<file path="src/rtl/fetch_if.sv">
// ---------------------------------------------------------------------------
// fetch_if: bundle of the signals the fetch stage exchanges with the hazard
// unit, the redirecting stage, instruction memory and the ID stage.
//
// Signals (16-bit unless noted):
//   PCWrite, IF_ID_Write, IF_ID_Flush (1) : hazard-unit controls
//   redirect_valid (1), redirect_pc         : taken branch/jump target
//   imem_addr, imem_data                    : combinational instruction read
//   IF_ID_instr, IF_ID_pc_plus2,
//   IF_ID_valid (1)                         : IF/ID pipeline register
//   halted (1)                              : fetch frozen on HALT
//   perf_fetched, perf_stall, perf_flush    : only with FETCH_PERF_CNT_EN
//
// Valid semantics: redirect_valid is a one-cycle pulse with no ready; the
// fetch stage always accepts it on the edge where it is high. IF_ID_valid
// qualifies IF_ID_instr/IF_ID_pc_plus2; ID consumes them whenever
// IF_ID_Write is 1 (the hazard unit is the only back-pressure source).
//
// Modports: master = fetch stage, slave = surrounding pipeline / bench.
// Optional feature macro: FETCH_PERF_CNT_EN.
// ---------------------------------------------------------------------------
interface fetch_if;
    logic        PCWrite;
    logic        IF_ID_Write;
    logic        IF_ID_Flush;
    logic        redirect_valid;
    logic [15:0] redirect_pc;
    logic [15:0] imem_data;
    logic [15:0] imem_addr;
    logic [15:0] IF_ID_instr;
    logic [15:0] IF_ID_pc_plus2;
    logic        IF_ID_valid;
    logic        halted;
`ifdef FETCH_PERF_CNT_EN
    logic [15:0] perf_fetched;
    logic [15:0] perf_stall;
    logic [15:0] perf_flush;
`endif

    modport master (
`ifdef FETCH_PERF_CNT_EN
        output perf_fetched, perf_stall, perf_flush,
`endif
        input  PCWrite, IF_ID_Write, IF_ID_Flush,
        input  redirect_valid, redirect_pc, imem_data,
        output imem_addr, IF_ID_instr, IF_ID_pc_plus2, IF_ID_valid, halted
    );

    modport slave (
`ifdef FETCH_PERF_CNT_EN
        input  perf_fetched, perf_stall, perf_flush,
`endif
        output PCWrite, IF_ID_Write, IF_ID_Flush,
        output redirect_valid, redirect_pc, imem_data,
        input  imem_addr, IF_ID_instr, IF_ID_pc_plus2, IF_ID_valid, halted
    );
endinterface

</file>
<file path="src/rtl/fetch_stage.sv">
// ---------------------------------------------------------------------------
// fetch_stage: owns the program counter and the IF/ID pipeline register.
// Reads instruction memory combinationally at the PC, follows hazard-unit
// stall/flush controls, takes branch/jump redirects and freezes on HALT
// (any instruction with opcode bits [15:11] == 0).
//
// Parameters: RESET_PC  - PC after reset
//             NOP_INSTR - bubble encoding placed in IF/ID
// Ports:      clk  - rising-edge clock
//             rst  - synchronous active-high reset
//             bus  - fetch_if.master (controls, redirect, imem, IF/ID, halted)
// Optional feature macro: FETCH_PERF_CNT_EN adds saturating counters
//             perf_fetched / perf_stall / perf_flush on the interface.
// The FSM state is visible on the halted output (1 = HALTED, 0 = RUN).
// ---------------------------------------------------------------------------
module fetch_stage #(
    parameter logic [15:0] RESET_PC  = 16'h0000,
    parameter logic [15:0] NOP_INSTR = 16'h0800
) (
    input  logic     clk,
    input  logic     rst,
    fetch_if.master  bus
);

    typedef enum logic {RUN = 1'b0, HALTED = 1'b1} state_t;

    state_t      state;
    logic [15:0] pc;
    logic [15:0] pc_plus2;
    logic [15:0] instr_q;
    logic [15:0] pc_plus2_q;
    logic        valid_q;
    logic        halted_q;
    logic        is_halt;
    logic        load;

    assign pc_plus2 = pc + 16'd2;   // wraps 16'hFFFE -> 16'h0000
    assign is_halt  = (bus.imem_data[15:11] == 5'b00000);
    assign load     = bus.IF_ID_Write & ~bus.IF_ID_Flush & bus.PCWrite &
                      (state == RUN) & ~bus.redirect_valid;

    always_ff @(posedge clk) begin
        if (rst) begin
            pc         <= RESET_PC;
            state      <= RUN;
            halted_q   <= 1'b0;
            instr_q    <= NOP_INSTR;
            pc_plus2_q <= 16'h0000;
            valid_q    <= 1'b0;
        end else begin
            // PC / FSM
            if (bus.redirect_valid) begin
                pc       <= bus.redirect_pc & 16'hFFFE;  // halfword aligned
                state    <= RUN;
                halted_q <= 1'b0;
            end else if (state == HALTED) begin
                pc <= pc;
            end else if (load && is_halt) begin
                // PC stays on the HALT so nothing after it is fetched
                state    <= HALTED;
                halted_q <= 1'b1;
            end else if (bus.PCWrite) begin
                pc <= pc_plus2;
            end

            // IF/ID register. A stall holds even if a flush is requested so
            // that a branch waiting in ID is not killed; a redirect always
            // bubbles because the fetched instruction is on the wrong path.
            if (bus.redirect_valid) begin
                instr_q <= NOP_INSTR;
                valid_q <= 1'b0;
            end else if (!bus.IF_ID_Write) begin
                instr_q <= instr_q;
            end else if (load) begin
                instr_q    <= bus.imem_data;
                pc_plus2_q <= pc_plus2;
                valid_q    <= 1'b1;
            end else begin
                // flush, PC stalled with IF/ID open (avoid duplicate), HALTED
                instr_q <= NOP_INSTR;
                valid_q <= 1'b0;
            end
        end
    end

    assign bus.imem_addr      = pc;
    assign bus.IF_ID_instr    = instr_q;
    assign bus.IF_ID_pc_plus2 = pc_plus2_q;
    assign bus.IF_ID_valid    = valid_q;
    assign bus.halted         = halted_q;

`ifdef FETCH_PERF_CNT_EN
    logic [15:0] cnt_fetched;
    logic [15:0] cnt_stall;
    logic [15:0] cnt_flush;

    always_ff @(posedge clk) begin
        if (rst) begin
            cnt_fetched <= 16'h0000;
            cnt_stall   <= 16'h0000;
            cnt_flush   <= 16'h0000;
        end else begin
            if (load && cnt_fetched != 16'hFFFF)
                cnt_fetched <= cnt_fetched + 16'd1;
            if (!bus.IF_ID_Write && cnt_stall != 16'hFFFF)
                cnt_stall <= cnt_stall + 16'd1;
            if ((bus.IF_ID_Flush || bus.redirect_valid) && cnt_flush != 16'hFFFF)
                cnt_flush <= cnt_flush + 16'd1;
        end
    end

    assign bus.perf_fetched = cnt_fetched;
    assign bus.perf_stall   = cnt_stall;
    assign bus.perf_flush   = cnt_flush;
`endif

endmodule

</file>
<file path="src/flat_wrapper.sv">
// flat-port wrapper written by rule: the top's interface ports become plain ports
module fetch_stage_flat 
#(
    parameter logic [15:0] RESET_PC  = 16'h0000,
    parameter logic [15:0] NOP_INSTR = 16'h0800
)
  (clk, rst, bus_PCWrite, bus_IF_ID_Write, bus_IF_ID_Flush, bus_redirect_valid, bus_redirect_pc, bus_imem_data, bus_imem_addr, bus_IF_ID_instr, bus_IF_ID_pc_plus2, bus_IF_ID_valid, bus_halted);
  fetch_if bus_i ();
  input  logic clk;
  input  logic rst;
  input wire logic [$bits(bus_i.PCWrite)-1:0] bus_PCWrite;
  input wire logic [$bits(bus_i.IF_ID_Write)-1:0] bus_IF_ID_Write;
  input wire logic [$bits(bus_i.IF_ID_Flush)-1:0] bus_IF_ID_Flush;
  input wire logic [$bits(bus_i.redirect_valid)-1:0] bus_redirect_valid;
  input wire logic [$bits(bus_i.redirect_pc)-1:0] bus_redirect_pc;
  input wire logic [$bits(bus_i.imem_data)-1:0] bus_imem_data;
  output wire logic [$bits(bus_i.imem_addr)-1:0] bus_imem_addr;
  output wire logic [$bits(bus_i.IF_ID_instr)-1:0] bus_IF_ID_instr;
  output wire logic [$bits(bus_i.IF_ID_pc_plus2)-1:0] bus_IF_ID_pc_plus2;
  output wire logic [$bits(bus_i.IF_ID_valid)-1:0] bus_IF_ID_valid;
  output wire logic [$bits(bus_i.halted)-1:0] bus_halted;
  assign bus_i.PCWrite = bus_PCWrite;
  assign bus_i.IF_ID_Write = bus_IF_ID_Write;
  assign bus_i.IF_ID_Flush = bus_IF_ID_Flush;
  assign bus_i.redirect_valid = bus_redirect_valid;
  assign bus_i.redirect_pc = bus_redirect_pc;
  assign bus_i.imem_data = bus_imem_data;
  assign bus_imem_addr = bus_i.imem_addr;
  assign bus_IF_ID_instr = bus_i.IF_ID_instr;
  assign bus_IF_ID_pc_plus2 = bus_i.IF_ID_pc_plus2;
  assign bus_IF_ID_valid = bus_i.IF_ID_valid;
  assign bus_halted = bus_i.halted;
  fetch_stage #(.RESET_PC(RESET_PC), .NOP_INSTR(NOP_INSTR)) u_core (.clk(clk), .rst(rst), .bus(bus_i));
endmodule
</file>
<file path="config.mk">
export PLATFORM = sky130hd
export DESIGN_NAME = fetch_stage_flat
export DESIGN_NICKNAME = d
export VERILOG_FILES = /design/src/rtl/fetch_if.sv /design/src/rtl/fetch_stage.sv /design/src/flat_wrapper.sv
export SDC_FILE = /design/constraint.sdc
export NUM_CORES = 1
export LEC_CHECK = 0
export BUFFER_PORTS_ARGS = -buffer_cell sky130_fd_sc_hd__buf_2
export CAP_MARGIN = 25
export CELL_PAD_IN_SITES_DETAIL_PLACEMENT = 0
export CELL_PAD_IN_SITES_GLOBAL_PLACEMENT = 1
export CORE_MARGIN = 2
export CORE_UTILIZATION = 31
export CTS_CLUSTER_SIZE = 25
export DETAILED_ROUTE_END_ITERATION = 12
export PLACE_DENSITY_LB_ADDON = 0.1
export SYNTH_ARGS = -nofsm -noshare
export SYNTH_HDL_FRONTEND = slang
export SYNTH_SLANG_ARGS = --single-unit
</file>
<file path="constraint.sdc">
create_clock -name clk -period 1.8 [get_ports clk]
set_input_delay 0.09 -clock clk [delete_from_list [all_inputs] [get_ports clk]]
set_output_delay 0.09 -clock clk [all_outputs]
set_load 0.05 [all_outputs]
</file>
# After elaboration in Yosys (flattened, before gate mapping)
# Cells that the tools add are included.
[totals] regBits=51 in_bits=38 output_inout_bits=50
[classes] mux=8 add_sub_neg=1 n_reduce_logical=8 n_bitwise=8 n_eq_ne=2
[op_table] cell="$mux 16" count=5
[op_table] cell="$add 16x2->16 const B" count=1
[op_table] cell="$reduce_and 3->1" count=3
[op_table] cell="$logic_not 5->1" count=1
[op_table] cell="$and 1x1->1" count=4
[op_table] cell="$ne 2x2->1 const B" count=2
[op_table] cell="$not 1->1" count=4
[op_table] cell="$mux 1" count=3
[op_table] cell="$reduce_and 2->1" count=1
[op_table] cell="$reduce_bool 2->1" count=1
[op_table] cell="$reduce_or 2->1" count=1
[op_table] cell="$logic_and 1x1->1" count=1

# Longest topological paths before layout
[depth] depth_word=9 depth_mapped=7 mapped_depth_nobuf=6

# Least setup slack after synthesis
# No wires, ideal clock.
[synth_timing] path_kind="register to register" from="register u_core.pc[1] (netlist: u_core.bus.imem_addr[1])" to="register u_core.pc[15] (netlist: u_core.bus.imem_addr[15])" n_path_buf=1 required_time_ps=1666 arrival_ps=2020 setup_slack_ps=-354 setup_ps=134 stages_incl_launch_ff=8 synth_period_minus_slack_ps=2154 cell_sequence="dfxtp_1 > ha_1 > and3_1 > clkbuf_1 > and4_1 > nand3_1 > xor2_1 > o221ai_1"
[synth_via] elab_chain_len=5
[synth_rtl] element="start, declared" line="fetch_stage.sv:28" text="logic [15:0] pc;"
[synth_rtl] element="start signal, assigned" line="fetch_stage.sv:53" text="pc <= bus.redirect_pc & 16'hFFFE;"
[synth_rtl] element="start signal, assigned" line="fetch_stage.sv:57" text="pc <= pc;"
[synth_rtl] element="start signal, assigned" line="fetch_stage.sv:63" text="pc <= pc_plus2;"
[synth_rtl] element="$add 16x2->16" line="fetch_stage.sv:37" text="assign pc_plus2 = pc + 16'd2;"
[synth_rtl] element="$mux 16" line="fetch_stage.sv:62" text="end else if (bus.PCWrite) begin"
[synth_rtl] element="$mux 16" line="fetch_stage.sv:58" text="end else if (load && is_halt) begin"
[synth_rtl] element="$mux 16" line="fetch_stage.sv:56" text="end else if (state == HALTED) begin"
[synth_rtl] element="$mux 16" line="fetch_stage.sv:52" text="if (bus.redirect_valid) begin"
# No other way between the ends. The select of a mux whose other input is x is not followed.
# A chain may end at the register's enable or synchronous reset.

# Worst setup path after layout
[layout_timing] from="register u_core.state" to="register u_core.pc[7] (netlist: u_core.bus.imem_addr[7])"
[layout_via] elab_chain_len=6
[layout_rtl] element="start, declared" line="fetch_stage.sv:27" text="state_t state;"
[layout_rtl] element="start signal, assigned" line="fetch_stage.sv:45" text="state <= RUN;"
[layout_rtl] element="start signal, assigned" line="fetch_stage.sv:54" text="state <= RUN;"
[layout_rtl] element="start signal, assigned" line="fetch_stage.sv:60" text="state <= HALTED;"
[layout_rtl] element="$not 1->1" line="fetch_stage.sv:40" text="(state == RUN) & ~bus.redirect_valid;"
[layout_rtl] element="$and 1x1->1" line="fetch_stage.sv:39" text="assign load = bus.IF_ID_Write & ~bus.IF_ID_Flush & bus.PCWrite &"
[layout_rtl] element="$and 1x1->1" line="fetch_stage.sv:40"
[layout_rtl] element="$logic_and 1x1->1" line="fetch_stage.sv:58"
[layout_rtl] element="$ne 2x2->1 (no line)"
[layout_rtl] element="$reduce_and 3->1 (no line) (*)"
# Every way passes the cells marked *; elsewhere a longest branch is shown, timed or not.

==> impl_metrics.ini <==
[run_status]
outcome = finished, final reports clean

[pwr]
ir_drop_v = 0.000351
p_int_mw = 1.66
netSwitchingFraction_pct = 29.9
power.leakage_nw = 1.27
switching_power_mw = 0.708
p_seq_share_pct = 48.5
combPwrFrac_pct = 18.6
power.density_mw_per_mm2 = 797
pwr-share-clk_pct = 32.9
power_mw = 2.37

[logic_synthesis]
ys_warn_count = 0
avgSynthCellArea_sq_um = 8.54
syn_inst = 261
synth_area_leaders = dfxtp_1 44%, nor2_1 6.2%, a22oi_1 5.4%, a21oi_1 4.0%, nand2_1 3.9%
yosysTopAreaCell = dfxtp_1
async_flop_share_pct = 0
yosysSeqAreaShare_pct = 44.0
synth.distinct_cells = 45
ys_seq_elements = 49
netlist.area_leader.share_pct = 44.0
synth-edff-count = 0
synthFlopType = dfxtp_1
syn_area_sq_mm = 0.00223

[floorplan]
core_area_sq_mm = 0.00687
fp-row-count = 30
start_util_pct = 32.4
die-area_sq_mm = 0.00788
die_h_microns = 88.8
die_w_microns = 88.8
io-pin-count = 88

[global_routing]
grt_max_degree = 36
overflow = 0
grt_pass1_wl_microns = 9360
grt.total_usage_pct = 15.4
grt_pass1_vias = 1896
antenna_found_initial = 0

[clock_tree]
cts_tree = done
clkSinkCount = 49
cts_buffers = 5
path_clk_slew_ps = 90
cts_root_buf = clkbuf_8
htree_levels = 2
insertion_delay_ps = 310
clock_path_buffers = 2

[route]
via_count = 2161
viasPerCell = 4.79
drtIter0Drc = 74
wl_per_cell_microns = 14.0
wl_microns = 6330
dr.pass1.iters = 6
ant_nets = 0
drc = 0

[timing]
hold_violations = 0
final-max-slew-violation-count = 0
fin_crit_ps = 1700
slew_headroom_pct = 65.6
max_freq_mhz = 587
finalCritPeriodShare_pct = 94.6
holdWs_ps = 12.4
tightest_slew_ps = 514
setup_viol = 0
skew_ps = 8.09

[final_layout]
num_antenna_cells = 0
syn_to_final_growth_pct = 33.6
drive_gt1_share_pct = 39.2
nNetsFinal = 393
instances_no_fill = 451

[job]
maxCapViolations = 0

[place]
gp_congestion = 0.715
portBuffers = 84
numPlacedInstances = 442
dp_hpwl_microns = 4550

[worst_setup_path]
required_ps = 2040
worst_setup_path_start_kind = flop
worstSetupPathType = flop to flop
r2r_start = u_core.state$_SDFF_PP0_
critPathLaunch = u_core.state$_SDFF_PP0_
worstPathMaxFanout = 6
end_kind = flop
rrSetupSlack_ps = 100
endpoint = u_core.bus.imem_addr[7]$_SDFFE_PP0P_
cp.arrival_ps = 1940
worstRegToRegCells = 7
timing.rr.end = u_core.bus.imem_addr[7]$_SDFFE_PP0P_

[worst_hold_path]
hp-class = input pin to flop
## cell families after synthesis
logic type      count (synthesis)  share of synthesized area, %
mux                             1                         0.449
flops                          49                          44.0
other cells                     1                         0.168
fa+ha+maj                       1                         0.561
buf+inv                        27                          6.34
simple gates                   93                          20.2
xor+xnor                       13                          5.11
compound gates                 76                          23.2
## critical path, stage by stage, from the launching register on
cell and delay (ps):
dfxtp_1 320, or4b_4 530, nor4_4 170, buf_4 160
or2_4 150, buf_12 120, o21ai_2 60, a21oi_2 120
## cell usage in the layout (no fill, tap or decap), types with 2 or more instances in the layout
| cell | netlist | routed |
|---|---|---|
| a211oi_1 | 7 | 7 |
| dfxtp_1 | 49 | 42 |
| o21ai_2 | 3 | 3 |
| and2_1 | 2 | 2 |
| nand2_1 | 23 | 23 |
| nor2_1 | 37 | 37 |
| conb_1 | 1 | 2 |
| a31oi_1 | 2 | 2 |
| o21ai_0 | 10 | 10 |
| buf_4 | 2 | 21 |
| buf_6 | 2 | 2 |
| a21oi_1 | 18 | 18 |
| o32ai_1 | 2 | 2 |
| clkbuf_8 | 0 | 6 |
| dfxtp_2 | 0 | 5 |
| o31ai_1 | 4 | 4 |
| inv_1 | 2 | 2 |
| nor3_1 | 3 | 3 |
| nand4_1 | 3 | 3 |
| nor4_1 | 2 | 2 |
| xnor2_1 | 6 | 6 |
| xor2_1 | 7 | 7 |
| dfxtp_4 | 0 | 2 |
| nor3b_1 | 2 | 2 |
| a31o_2 | 2 | 2 |
| nand3_1 | 10 | 10 |
| a22oi_1 | 16 | 16 |
| o221ai_1 | 4 | 4 |
| buf_2 | 5 | 84 |
| a21oi_2 | 3 | 3 |
| o21a_1 | 2 | 2 |
| and3_1 | 3 | 3 |
## sequential cells by signal, summed over array words and instances, names as in the netlist
signal                     flops
u_core.bus.IF_ID_valid         1
u_core.bus.halted              1
u_core.bus.IF_ID_instr        16
u_core.state                   1
u_core.bus.imem_addr          15
u_core.bus.IF_ID_pc_plus2     15
## layout make-up
cell class / instances / area [sq um]
Tap cell: 96 / 120
Clock buffer: 8 / 111
Fill cell: 751 / 3890
Timing Repair Buffer: 108 / 621
Multi-Input combinational cell: 186 / 1110
Sequential cell: 49 / 995
Inverter: 4 / 15.0
## power groups by stage
stage,combinational [mW],clock (mW),sequential [mW]
floorplan,0.172,0,1.30
global placement,0.441,0,1.18
detailed placement,0.441,0,1.18
CTS,0.443,0.800,1.15
global route,0.473,0.840,1.16
finish,0.441,0.781,1.15
## routing by layer
metal / vias up / track usage (%) / part of all wire, %
li1: 1113 / - / -
met1: 983 / 22.1 / 49
met2: 58 / 23.4 / 45
met3: 7 / 3.36 / 5.0
met4: 0 / 4.13 / 0.82
met5: - / 0 / 0
## per-stage QoR
step	instance area, sq um	utilization [%]	setup slack (ps)	setup TNS, ps
after floorplan	2250	-	3.18	0
after global placement	2850	41.5	29.9	0
after detailed placement	2850	41.5	-4.97	-4.97
after CTS	2970	43.2	13.0	0
after global routing	2980	43.3	-3.57	-3.57
final	2980	43.3	97.1	0
## Yosys cell counts, types with 4 or more instances
master    instances
o221ai_1          4
xnor2_1           6
clkbuf_1         13
a22oi_1          16
dfxtp_1          49
xor2_1            7
nor2_1           37
o31ai_1           4
a21oi_1          18
buf_2             5
nand3_1          10
a211oi_1          7
o21ai_0          10
nand2_1          23
## how the worst min path moves through the flow
stage                                               to               from  slack, ps  cells past startpoint
6_report        u_core.bus.IF_ID_instr[4]$_SDFFE_PP0P_   bus_imem_data[4]         10                      3
5_1_grt         u_core.bus.IF_ID_instr[7]$_SDFFE_PP0P_   bus_imem_data[7]         20                      3
4_1_cts         u_core.bus.IF_ID_instr[5]$_SDFFE_PP0P_   bus_imem_data[5]         10                      3
3_5_place_dp    u_core.bus.IF_ID_instr[5]$_SDFFE_PP0P_   bus_imem_data[5]        330                      3
3_3_place_gp    u_core.bus.IF_ID_instr[7]$_SDFFE_PP0P_   bus_imem_data[7]        320                      3
2_1_floorplan  u_core.bus.IF_ID_instr[11]$_SDFFE_PP1P_  bus_imem_data[11]        230                      2
## what timing repair did
item,4_1_cts,5_1_grt
endpoints found under the setup margin,7,15
gates cloned,0,0
endpoints found under the hold margin,0,0
resized for setup,0,2
hold buffers,0,0
pin swaps,0,1
buffers inserted,1,0
(Power assumes the default switching activity.)
